--- config.mk ---
export PLATFORM = sky130hd
export DESIGN_NAME = uart_rx_oversampler
export DESIGN_NICKNAME = d
export VERILOG_FILES = /design/src/rtl/uart_rx_oversampler.sv
export SDC_FILE = /design/constraint.sdc
export NUM_CORES = 1
export LEC_CHECK = 0
export ABC_AREA = 1
export BUFFER_PORTS_ARGS = -buffer_cell sky130_fd_sc_hd__buf_2
export CORE_AREA = 2 2 69 71
export CTS_CLUSTER_DIAMETER = 120
export DETAILED_ROUTE_END_ITERATION = 6
export DIE_AREA = 0 0 71 73
export GPL_ROUTABILITY_DRIVEN = 0
export PLACE_DENSITY_LB_ADDON = 0.2
export SLEW_MARGIN = 15
export SYNTH_ARGS = -nofsm -noshare
export SYNTH_HDL_FRONTEND = slang
export SYNTH_SLANG_ARGS = --single-unit
--- constraint.sdc ---
create_clock -name clk -period 2.5 [get_ports clk]
set_clock_uncertainty 0.2 [all_clocks]
set_input_delay 0.5 -clock clk [delete_from_list [all_inputs] [get_ports clk]]
set_output_delay 0.5 -clock clk [all_outputs]
set_load 0.03 [all_outputs]
--- src/rtl/uart_rx_oversampler.sv ---
// ----------------------------------------------------------------------------
// uart_rx_oversampler
//
// Oversampling bit recoverer for the UART receive path. Each bit period is
// `scale` clocks long. Inside every period the block counts how many of
// NUM_SAMPLES consecutive samples, centred on mid-bit, saw the line high.
// On the last clock of the period it issues a registered majority-vote bit.
// The bit comes with a one-cycle valid strobe and a flag that is set when the
// samples disagreed.
//
// Parameters
//   NUM_SAMPLES : samples per bit, odd, 1..7 (K = (NUM_SAMPLES-1)/2)
//   SCALE_W     : width of the scale (clocks-per-bit) input
//
// Ports
//   clk       : system clock
//   rst       : asynchronous reset, active low
//   sdata     : serial RX line, already synchronised to clk
//   samp_en   : enable; low holds the block idle and discards any partial bit
//   scale     : clocks per bit; legal when scale >= 2K+2
//   samp_out  : majority-vote bit (registered)
//   bit_valid : one-cycle strobe, samp_out/noise_err were just updated
//   noise_err : samples of the last bit were not unanimous
//   cfg_err   : scale is too small for NUM_SAMPLES (registered)
//   edge_cnt  : current clock position within the bit, 0..scale-1
// ----------------------------------------------------------------------------
module uart_rx_oversampler #(
   parameter int NUM_SAMPLES = 3,
   parameter int SCALE_W     = 6
) (
   input  logic               clk,
   input  logic               rst,
   input  logic               sdata,
   input  logic               samp_en,
   input  logic [SCALE_W-1:0] scale,
   output logic               samp_out,
   output logic               bit_valid,
   output logic               noise_err,
   output logic               cfg_err,
   output logic [SCALE_W-1:0] edge_cnt
);

   localparam int K     = (NUM_SAMPLES - 1) / 2;
   localparam int CNT_W = $clog2(NUM_SAMPLES + 1);

   // Constants pre-sized so every arithmetic operand has the same width.
   localparam logic [SCALE_W-1:0] K_S       = SCALE_W'(K);
   localparam logic [SCALE_W-1:0] ONE_S     = SCALE_W'(1);
   localparam logic [SCALE_W:0]   MIN_SCALE = (SCALE_W + 1)'(2 * K + 2);
   localparam logic [CNT_W-1:0]   K_C       = CNT_W'(K);
   localparam logic [CNT_W-1:0]   ALL_C     = CNT_W'(NUM_SAMPLES);
   localparam logic [CNT_W-1:0]   ONE_C     = CNT_W'(1);

   logic [CNT_W-1:0]   ones_cnt;

   logic               cfg_bad;
   logic [SCALE_W-1:0] half;
   logic [SCALE_W-1:0] win_lo;
   logic [SCALE_W-1:0] win_hi;
   logic               in_window;
   logic               at_end;
   logic               running;

   // Configuration check and sampling window. The bad-scale condition gates
   // the datapath directly, so a too-small scale stops counting on the very
   // clock it appears. The registered cfg_err only reports it one clock later.
   // While the scale is legal, half >= K+1 holds, so win_lo never underflows.
   // Also win_hi <= scale-2, so no sample ever lands on the decision edge.
   always_comb begin
      cfg_bad   = ({1'b0, scale} < MIN_SCALE);
      half      = scale >> 1;
      win_lo    = half - K_S - ONE_S;
      win_hi    = half + K_S - ONE_S;
      in_window = (edge_cnt >= win_lo) && (edge_cnt <= win_hi);
      at_end    = (edge_cnt >= (scale - ONE_S));
      running   = samp_en && !cfg_bad;
   end

   // Configuration error flag, refreshed every clock whether or not the
   // block is enabled.
   always_ff @(posedge clk or negedge rst) begin
      if (!rst) begin
         cfg_err <= 1'b0;
      end else begin
         cfg_err <= cfg_bad;
      end
   end

   // Bit-period position counter. The wrap uses >= rather than == on purpose.
   // If scale shrinks below the current position mid-bit, the counter wraps
   // on the next clock instead of running round the full counter range.
   always_ff @(posedge clk or negedge rst) begin
      if (!rst) begin
         edge_cnt <= '0;
      end else if (!running || at_end) begin
         edge_cnt <= '0;
      end else begin
         edge_cnt <= edge_cnt + ONE_S;
      end
   end

   // Count of high samples seen so far in the current bit. It clears on the
   // decision edge. That edge is never inside the window, so nothing is lost
   // by clearing instead of sampling there.
   always_ff @(posedge clk or negedge rst) begin
      if (!rst) begin
         ones_cnt <= '0;
      end else if (!running || at_end) begin
         ones_cnt <= '0;
      end else if (in_window && sdata) begin
         ones_cnt <= ones_cnt + ONE_C;
      end
   end

   // Bit decision. samp_out and noise_err change only together with the
   // valid strobe. They hold their last value while idle, so the frame FSM
   // can still read the previous bit after dropping samp_en.
   always_ff @(posedge clk or negedge rst) begin
      if (!rst) begin
         samp_out  <= 1'b0;
         noise_err <= 1'b0;
         bit_valid <= 1'b0;
      end else if (running && at_end) begin
         samp_out  <= (ones_cnt > K_C);
         noise_err <= !((ones_cnt == '0) || (ones_cnt == ALL_C));
         bit_valid <= 1'b1;
      end else begin
         bit_valid <= 1'b0;
      end
   end

endmodule
==> summary.md <==
| Metric | Value |
|---|---|
| Worst Path Buf+Inv | 3 |
| CTS tree | built |
| Fin. Hold Viols | 0 |
| ANT cells | 0 |
| GRT Total Usage | 10.14% |
| Top Layer Used | met4 |
| Setup crit end kind | flip-flop |
| Layout area overhead | 29.45% |
| Count of cell types in the netlist | 20 |
| Flops & latches, synth | 12 |
| Met2 wire len | 1072 um |
| Synthesized Nets | 177 |
| Most frequent cells in the layout | 39 x nand2_1, 24 x inv_1, 20 x ha_1, 19 x nor2_1, 19 x buf_2 |
| Final Max Tran Viols | 0 |
| Worst-Skew Late Latency | 240 ps |
| Top Family by Delay on Critical Path | simple AND/OR/NAND/NOR gates |
| Mapped cell area | 0.001084 sq mm |
| Dpl hpwl | 1956 um |
| Initial antenna violation count | 0 |
| Via density | 3.954 |
| Mapped Avg Cell Area | 7.371 sq um |
| Final net count | 215 |
| Final setup fails | 0 |
| F_max | 433.7 MHz |
| Min Hold Slack | 282.8 ps |
| Share of layout cells above drive strength 1 | 26.23% |
| Status | finished, final reports clean |
| DRC errors left | 0 |
| Routed vias | 937 |
| Htree depth | 1 |
| Place WS | -87.77 ps |
| Gate count of the mapped netlist | 147 |
| First-pass GRT wire length | 4084 um |
| CP Class | input pin to flip-flop |
| CTS clk-pin slew, worst paths | 50 ps |
| Final worst slack | 194.5 ps |
| Largest net degree at the start of global routing | 13 |
| Die height | 73 um |
| Final worst path period share | 92.22% |
| Core area | 0.004536 sq mm |
| Worst EP arrival | 2230 ps |
| Max cap viols | 0 |
| Cell breakdown of the critical path | buf_2, inv_1, nand2_1, xor2_1, o31ai_1, inv_1, ha_1, a21o_1, nor2_4, nand2_2, nor2_4, nand2_1, nand2_1, nand2_1 |
| CTS root buf | clkbuf_8 |
| CP max stage delay | 280 ps |
| Port Buf Inserts | 19 |
| Leak | 0.8217 nW |
| Wire length on met1 | 1188 um |
| PwrDens | 448.3 mW/mm^2 |
| Drt total wl | 2399 um |
| Slowest CP cell | ha_1 |
| Final TNS setup | 0 ps |
| CTS Sinks | 12 |
| Placed inst area | 0.001336 sq mm |
| Tightest Hold Check Type | flip-flop to flip-flop |
| Post-route ant nets | 0 |
| Period minus WS final | 2306 ps |
| Die X | 71 um |
| Yosys warns | 0 |
| Max clock buf depth | 2 |
| Worst-path maximum fanout | 4 |
| CTS Buf Count | 3 |
| Total grt overflow | 0 |
| Routed wl met3 | 103 um |
| Vias in the first global route | 874 |
| Rel. slew slack | 80.53% |
| Fin cells | 237 |
| Die area | 0.005183 sq mm |
| CP dominant cell by count | nand2_1 |
| Max IR drop VDD | 0.2789 mV |
| RSZ-0062 raised after global routing | no |
| WL per Instance | 10.12 um |
| Ports | 20 |
| Row count | 25 |
| 1st-iter DRT viols | 22 |
| Worst-margin pin slew | 292.0 ps |
| Cells after DPL | 232 |
| TritonRoute pass-1 iters | 4 |
| Register area share after synthesis | 27.71% |
| CP Data Required Time | 2430 ps |
| Most common cell after layout, fill and taps aside | nand2_1 |
| Initial core utilization | 23.89% |
| Fin area | 0.001403 sq mm |
| Startpoint Class | input pin |
## sequential cells by signal, indices dropped and copies added (netlist names)
name,cells
bit_valid,1
samp_out,1
edge_cnt,6
noise_err,1
ones_cnt,2
cfg_err,1
## cell usage after synthesis, drive strengths merged
| master | instances | area share [%] |
|---|---|---|
| nor2 | 22 | 9.2 |
| xor2 | 3 | 2.4 |
| dfrtp | 12 | 28 |
| a21oi | 3 | 1.4 |
| nor3b | 1 | 1.2 |
| a21o | 1 | 0.69 |
| clkinv | 1 | 0.46 |
| nand3 | 7 | 4.4 |
| o21ai | 3 | 1.4 |
| xnor2 | 3 | 2.4 |
| nand2 | 43 | 16 |
| inv | 27 | 9.4 |
| o31ai | 1 | 0.69 |
| ha | 20 | 23 |
## worst paths after layout
kind / startpoint / endpoint / slack (ps) / cells after the start
min reg2reg: samp_out$_DFFE_PN0P_ / samp_out$_DFFE_PN0P_ / 280 / 2
min in group asynchronous: rst / noise_err$_DFFE_PN0P_ / 470 / 2
max: scale[2] / ones_cnt[0]$_DFFE_PN0P_ / 190 / 14
min: samp_out$_DFFE_PN0P_ / samp_out$_DFFE_PN0P_ / 280 / 2
max in group asynchronous: rst / edge_cnt[1]$_DFF_PN0_ / 1400 / 2
max reg2reg: edge_cnt[5]$_DFF_PN0_ / ones_cnt[0]$_DFFE_PN0P_ / 630 / 8
## timing repair
action,CTS,global route
hold buffers,1,0
setup buffers,0,1
endpoints found under the hold margin,12,0
resized for setup,0,2
endpoints found under the setup margin,0,2
## worst reg2reg max path: cells and delay by family, from the launching register on
family          cells  cell delay, ps
fa+ha+maj           1             340
simple gates        6             550
flops               1             460
compound gates      1             210
## report_power, final
part | total [W] | switching, W | internal, W
combinational | 0.000218 | 0.000132 | 0.0000860
sequential | 0.000238 | 0.0000190 | 0.000219
clock | 0.000173 | 0.0000674 | 0.000106
total | 0.000629 | 0.000218 | 0.000411
## logic make-up (layout without fill, tap and decap cells)
| kind of cell | count (synthesis) | in the layout | synth area share [%] |
|---|---|---|---|
| simple gates | 73 | 73 | 30.37 |
| flops | 12 | 12 | 27.71 |
| buf+inv | 28 | 64 | 9.815 |
| xor+xnor | 6 | 6 | 4.851 |
| compound gates | 8 | 8 | 4.157 |
| fa+ha+maj | 20 | 20 | 23.09 |
## layout make-up
type / count / area, sq um
timing repair buffer: 33 / 202.7
fill: 482 / 3133
clock buffer: 3 / 41.29
multi-input combinational: 107 / 684.4
tap: 54 / 67.56
inverter: 28 / 106.4
sequential: 12 / 300.3
## layer usage
layer / GRT usage [%] / vias up
met5: 0 / -
met4: 3.774 / 0
met3: 1.934 / 4
met2: 16.61 / 18
met1: 13.30 / 389
li1: - / 526
## through the flow
step	util (%)	power (W)
finish	30.92	0.0006288
global route	30.92	0.0006791
CTS	30.59	0.0006374
detailed placement	29.46	0.0004580
global placement	29.46	0.0004608
floorplan	-	0.0003811
No activity file was read; power rests on OpenSTA's default activity.
